## src/rtl/mac_seq_ctrl_if.sv

```systemverilog
// Purpose : groups the mac_seq_ctrl request, read-issue and write-back signals into one bundle.
// Ports   : master = layer-control side (drives start/len/hold, observes the rest);
//           slave  = sequencer side (samples start/len/hold, drives read/MAC/write strobes).
interface mac_seq_ctrl_if #(
  parameter int ADDR_W = 4,
  parameter int OUT_W  = 4
);
  // request from layer control
  logic              start;
  logic [ADDR_W:0]   len;
  logic              hold;
  // input-buffer read issue
  logic              rd_en;
  logic [ADDR_W-1:0] rd_addr;
  // MAC strobes
  logic              mac_en;
  logic              mac_lastdata;
  // output-buffer write-back and status
  logic              wr_en;
  logic [OUT_W-1:0]  wr_addr;
  logic              busy;
  logic              done;

  modport master (
    output start, len, hold,
    input  rd_en, rd_addr, mac_en, mac_lastdata, wr_en, wr_addr, busy, done
  );

  modport slave (
    input  start, len, hold,
    output rd_en, rd_addr, mac_en, mac_lastdata, wr_en, wr_addr, busy, done
  );
endinterface

```

## src/rtl/mac_seq_ctrl.sv

```systemverilog
// Purpose     : sequences one dot-product vector from the ifmap/weight buffers through one MAC.
// Latency     : start to done = len + 2 cycles, plus one cycle per hold cycle spent in ISSUE.
// Backpressure: hold stalls read issue only; beats already in flight still reach the MAC.
// Ports: clk, reset (synchronous, active-high); ctl (slave modport) carries start/len/hold in,
//        rd_en/rd_addr to both buffers, mac_en/mac_lastdata to the MAC, wr_en/wr_addr/busy/done out.
module mac_seq_ctrl #(
  parameter int ADDR_W = 4,
  parameter int OUT_W  = 4
) (
  input  logic           clk,
  input  logic           reset,
  mac_seq_ctrl_if.slave  ctl
);

  typedef enum logic [1:0] {
    IDLE  = 2'd0,
    ISSUE = 2'd1,
    DRAIN = 2'd2
  } state_t;

  state_t            state_q, state_d;
  // len and the read counter carry one extra bit so a full 2^ADDR_W vector is representable
  logic [ADDR_W:0]   len_q, len_d;
  logic [ADDR_W:0]   cnt_q, cnt_d;
  logic              mac_en_q, mac_en_d;
  logic              last_q, last_d;
  logic              wr_en_q, wr_en_d;
  logic [OUT_W-1:0]  wr_addr_q, wr_addr_d;

  logic              rd_en;
  logic              last_beat;

  // the beat currently addressed is the final one of the vector
  assign last_beat = (cnt_q == (len_q - (ADDR_W+1)'(1)));

  // ---------------------------------------------------------------------------
  // state and datapath registers
  // ---------------------------------------------------------------------------
  always_ff @(posedge clk) begin
    if (reset) begin
      state_q   <= IDLE;
      len_q     <= '0;
      cnt_q     <= '0;
      mac_en_q  <= 1'b0;
      last_q    <= 1'b0;
      wr_en_q   <= 1'b0;
      wr_addr_q <= '0;
    end else begin
      state_q   <= state_d;
      len_q     <= len_d;
      cnt_q     <= cnt_d;
      mac_en_q  <= mac_en_d;
      last_q    <= last_d;
      wr_en_q   <= wr_en_d;
      wr_addr_q <= wr_addr_d;
    end
  end

  // ---------------------------------------------------------------------------
  // next-state and read-issue logic
  // ---------------------------------------------------------------------------
  always_comb begin
    state_d = state_q;
    len_d   = len_q;
    cnt_d   = cnt_q;
    rd_en   = 1'b0;

    case (state_q)
      IDLE: begin
        // a zero-length request is dropped entirely, leaving len/count untouched
        if (ctl.start && (ctl.len != '0)) begin
          len_d   = ctl.len;
          cnt_d   = '0;
          state_d = ISSUE;
        end
      end

      ISSUE: begin
        if (!ctl.hold) begin
          rd_en = 1'b1;
          cnt_d = cnt_q + (ADDR_W+1)'(1);
          if (last_beat) begin
            state_d = DRAIN;
          end
        end
      end

      DRAIN: begin
        // wr_en_q marks the cycle the MAC accumulation holds the final sum
        if (wr_en_q) begin
          state_d = IDLE;
        end
      end

      default: begin
        state_d = IDLE;
      end
    endcase
  end

  // ---------------------------------------------------------------------------
  // strobe pipeline aligned to the 1-cycle buffer read and the registered MAC
  // ---------------------------------------------------------------------------
  always_comb begin
    mac_en_d  = rd_en;                       // data returns one cycle after the read
    last_d    = rd_en & last_beat;
    wr_en_d   = mac_en_q & last_q;           // accumulation registers on the last beat
    wr_addr_d = wr_addr_q;
    if (wr_en_q) begin
      wr_addr_d = wr_addr_q + OUT_W'(1);     // natural wrap at 2^OUT_W
    end
  end

  // ---------------------------------------------------------------------------
  // outputs
  // ---------------------------------------------------------------------------
  assign ctl.rd_en        = rd_en;
  assign ctl.rd_addr      = cnt_q[ADDR_W-1:0];
  assign ctl.mac_en       = mac_en_q;
  assign ctl.mac_lastdata = last_q;
  assign ctl.wr_en        = wr_en_q;
  assign ctl.wr_addr      = wr_addr_q;
  assign ctl.busy         = (state_q != IDLE);
  assign ctl.done         = wr_en_q;

endmodule

```

## src/flat_wrapper.sv

```systemverilog
// flat-port wrapper written by rule: the top's interface ports become plain ports
module mac_seq_ctrl_flat 
#(
  parameter int ADDR_W = 4,
  parameter int OUT_W  = 4
)
  (clk, reset, ctl_start, ctl_len, ctl_hold, ctl_rd_en, ctl_rd_addr, ctl_mac_en, ctl_mac_lastdata, ctl_wr_en, ctl_wr_addr, ctl_busy, ctl_done);
  mac_seq_ctrl_if #(.ADDR_W(ADDR_W), .OUT_W(OUT_W)) ctl_i ();
  input  logic clk;
  input  logic reset;
  input wire logic [$bits(ctl_i.start)-1:0] ctl_start;
  input wire logic [$bits(ctl_i.len)-1:0] ctl_len;
  input wire logic [$bits(ctl_i.hold)-1:0] ctl_hold;
  output wire logic [$bits(ctl_i.rd_en)-1:0] ctl_rd_en;
  output wire logic [$bits(ctl_i.rd_addr)-1:0] ctl_rd_addr;
  output wire logic [$bits(ctl_i.mac_en)-1:0] ctl_mac_en;
  output wire logic [$bits(ctl_i.mac_lastdata)-1:0] ctl_mac_lastdata;
  output wire logic [$bits(ctl_i.wr_en)-1:0] ctl_wr_en;
  output wire logic [$bits(ctl_i.wr_addr)-1:0] ctl_wr_addr;
  output wire logic [$bits(ctl_i.busy)-1:0] ctl_busy;
  output wire logic [$bits(ctl_i.done)-1:0] ctl_done;
  assign ctl_i.start = ctl_start;
  assign ctl_i.len = ctl_len;
  assign ctl_i.hold = ctl_hold;
  assign ctl_rd_en = ctl_i.rd_en;
  assign ctl_rd_addr = ctl_i.rd_addr;
  assign ctl_mac_en = ctl_i.mac_en;
  assign ctl_mac_lastdata = ctl_i.mac_lastdata;
  assign ctl_wr_en = ctl_i.wr_en;
  assign ctl_wr_addr = ctl_i.wr_addr;
  assign ctl_busy = ctl_i.busy;
  assign ctl_done = ctl_i.done;
  mac_seq_ctrl #(.ADDR_W(ADDR_W), .OUT_W(OUT_W)) u_core (.clk(clk), .reset(reset), .ctl(ctl_i));
endmodule
```

## config.mk

```make
export PLATFORM = sky130hd
export DESIGN_NAME = mac_seq_ctrl_flat
export DESIGN_NICKNAME = d
export VERILOG_FILES = /design/src/rtl/mac_seq_ctrl_if.sv /design/src/rtl/mac_seq_ctrl.sv /design/src/flat_wrapper.sv
export SDC_FILE = /design/constraint.sdc
export NUM_CORES = 1
export LEC_CHECK = 0
export ABC_AREA = 1
export CORE_AREA = 2 2 67 69
export DETAILED_ROUTE_END_ITERATION = 8
export DIE_AREA = 0 0 69 71
export PLACE_DENSITY = 0.58
export SYNTH_ARGS = -nofsm -noshare
export SYNTH_HDL_FRONTEND = slang
export SYNTH_SLANG_ARGS = --single-unit
```

## constraint.sdc

```tcl
create_clock -name clk -period 1.5 [get_ports clk]
set_clock_uncertainty 0.15 [all_clocks]
set_input_delay 0.3 -clock clk [delete_from_list [all_inputs] [get_ports clk]]
set_output_delay 0.3 -clock clk [all_outputs]
set_load 0.02 [all_outputs]
```

==> flow_summary.ini <==
[grt]
grt_pass1_vias = 907
antenna_found_initial = 0
grt_first_pass_wirelength_um = 3774
overflow = 0
grt_max_degree = 13
grt_use_total = 0.09518

[yosys]
synthFlopType = dfxtp_1
synthesis.area_um2 = 1023
synth_area_leaders = dfxtp_1 (37%), nand2_1 (13%), nor2_1 (7.7%), inv_1 (5.5%), a21oi_1 (4.9%)
netlist_instances = 148
yosysWarnings = 0
ys_ff_latch = 19
synth_top_area_share = 0.3716
synth_cell_types = 28
synth_area_leader_cell = dfxtp_1
synth-edff-count = 0
yosysMostFrequentCell = nand2_1
avgSynthCellArea_um2 = 6.915
synth-async-reset-ratio = 0
ys_seq_area_frac = 0.3716
syn_nets = 160
synthTopCellsByCount = nand2_1 (36), nor2_1 (21), dfxtp_1 (19), inv_1 (15), a21oi_1 (10)

[setup_path]
worst_setup_path_end_kind = output port
critical_path_class = flip-flop to output port
crit_path_frequent_cell = buf_6
cp-start-kind = flip-flop
max_stage_delay_ns = 0.34
critPathSlowestCell = dfxtp_2
crit_required_ns = 1.05
crit_family = flip-flops
worstPathCellList = buf_6, or2_4, buf_6
cp_max_fo = 2
crit_buf_inv = 2
arrival_ns = 1.10

[pwr]
pwr-share-comb = 0.246
leakagePower_uw = 0.0007628
power.density_nw_per_um2 = 756.0
p_seq_frac = 0.443
ir_worst_vdd_mv = 0.6331
switchingPower_uw = 354.2
p_clk_frac = 0.310
switching_share = 0.2925
p_int_uw = 856.6

[clock_network]
ctsLongestPathBuffers = 2
clk_latency_ns = 0.26
cts_made_buffers = 3
cts.clk_slew.worst_paths_ns = 0.08
cts_tree = done
htree_levels = 1
cts.sinks = 19
cts-root-buf = clkbuf_8

[sta]
slew_headroom = 0.8454
finalMaxSlewViolations = 0
setup_ws_ns = -0.04576
final-setup-viol-count = 4
finalCritPeriodShare = 1.031
grt_setup_unrepaired = true
fin_crit_ns = 1.546
tightestPinTransition_ns = 0.2302
clock.fmax_mhz = 646.9
hold_violations = 0
finalSetupTns_ns = -0.06972

[die]
coreArea_um2 = 4204
die_area_um2 = 4899
io_pins = 23
chipHeight_um = 71
start_util = 0.2435
num_rows = 24
die_w_um = 69

[drt]
avgRoutedWirePerCell_um = 9.779
dr.pass1.iters = 4
drt-total-wl_um = 2435
drt-initial-drc-count = 29
vias = 1030
routed_via_density = 4.137
ant_nets = 0
drcViolationCount = 0

[place]
gp_congestion = 0.7396
io_buffers = 22
dp_hpwl_um = 1817

[status]
outcome = complete, but fails checks
violations = negative setup slack

[finish]
post-route-util = 0.3810
finalNetCount = 210
seqCellArea_um2 = 386.6
drive_above_1_share = 0.3807
nFillCells = 453
diodes = 0
multi_input_area_um2 = 576.8
area_delta_synth_final_pct = 56.48

[run]
timing.max_cap.violations = 0

[worst_hold_path]
hold_path_class = flip-flop to flip-flop
## path summary, 6_finish.rpt
check,from,end,slack [ns],depth (start not counted)
worst min register to register,u_core.ctl.mac_lastdata,u_core.ctl.done,0.28,2
worst max-delay path,u_core.state_q[1],ctl_busy,-0.05,3
worst min-delay path,u_core.ctl.mac_lastdata,u_core.ctl.done,0.28,2
worst max register to register,u_core.state_q[1],u_core.cnt_q[2],-0.01,8
## layout by cell type (no fill, tap or decap), drive strengths merged
master         Yosys  routed
a21oi             11      11
a31oi              1       1
and3               1       1
buf                7      32
clkbuf             0       3
clkdlybuf4s50      0       8
clkinv             2       2
clkinvlp           0       1
dfxtp             19      19
dlygate4sd2        0      12
ha                 3       3
inv               20      20
nand2             38      38
nand3              6       6
nand3b             1       1
nand4              2       2
nor2              23      23
nor3               3       3
o21ai              9       9
or2                1       1
xor2               1       1
## through the flow
stage | instance area, um^2 | total power [uW] | hold WS (ns) | instances | worst slack (ns)
2_1_floorplan | 1023 | 691.8 | 0.2191 | 148 | 0.06771
3_3_place_gp | 1463 | 803.4 | 0.2751 | 243 | -0.4416
3_5_place_dp | 1463 | 806.4 | 0.2782 | 243 | -0.4760
4_1_cts | 1529 | 1196 | 0.2880 | 247 | -0.1758
5_1_grt | 1602 | 1277 | 0.3080 | 249 | -0.06844
6_report | 1602 | 1211 | 0.2802 | 249 | -0.04576
## routing by layer
layer / routed length (um) / vias up / GRT usage
met3: 92 / 5 / 0.02991
li1: - / 555 / -
met5: 0 / - / 0
met4: 29 / 0 / 0.02614
met1: 1095 / 457 / 0.1153
met2: 1217 / 13 / 0.1635
## cell families after synthesis
logic type,share of synthesized area
simple gates,0.3313
buf+inv,0.1406
compound gates,0.1113
flops,0.3716
fa+ha+maj,0.03668
xor+xnor,0.008559
## sequential cells by signal, summed over array words and instances (netlist names)
signal                   flops
u_core.len_q                 5
u_core.ctl.mac_en            1
u_core.ctl.wr_addr           4
u_core.ctl.done              1
u_core.state_q               2
u_core.ctl.mac_lastdata      1
u_core.cnt_q                 5
## worst register-to-register path: stages (launching register included)
cell     delay (ns)
dfxtp_2        0.34
buf_6          0.11
or2_4          0.24
nor2_4         0.12
nand2_4        0.10
nand2_4        0.12
nand2_2        0.06
nor2_2         0.11
nor3_2         0.05
## repair_timing
item,in CTS,in global routing
setup endpoints to repair,22,10
gates cloned,0,0
pin swaps,1,5
gates resized for setup,28,24
setup buffers,0,2
hold buffers,0,0
## layout make-up
type | instances | share of cell area
clock buffer | 3 | 0.02578
timing repair buffer | 52 | 0.2727
clock inverter | 1 | 0.004687
sequential | 19 | 0.2414
tap | 52 | 0.04062
multi-input combinational | 100 | 0.3602
inverter | 22 | 0.05469
## power by group through the flow
stage | Clock [uW] | Sequential (uW) | Combinational [uW]
finish | 376 | 537 | 298
floorplan | 0 | 547 | 145
global route | 407 | 540 | 331
global placement | 0 | 546 | 258
detailed placement | 0 | 546 | 260
CTS | 390 | 535 | 271
Power figures use the tool's default switching activity.
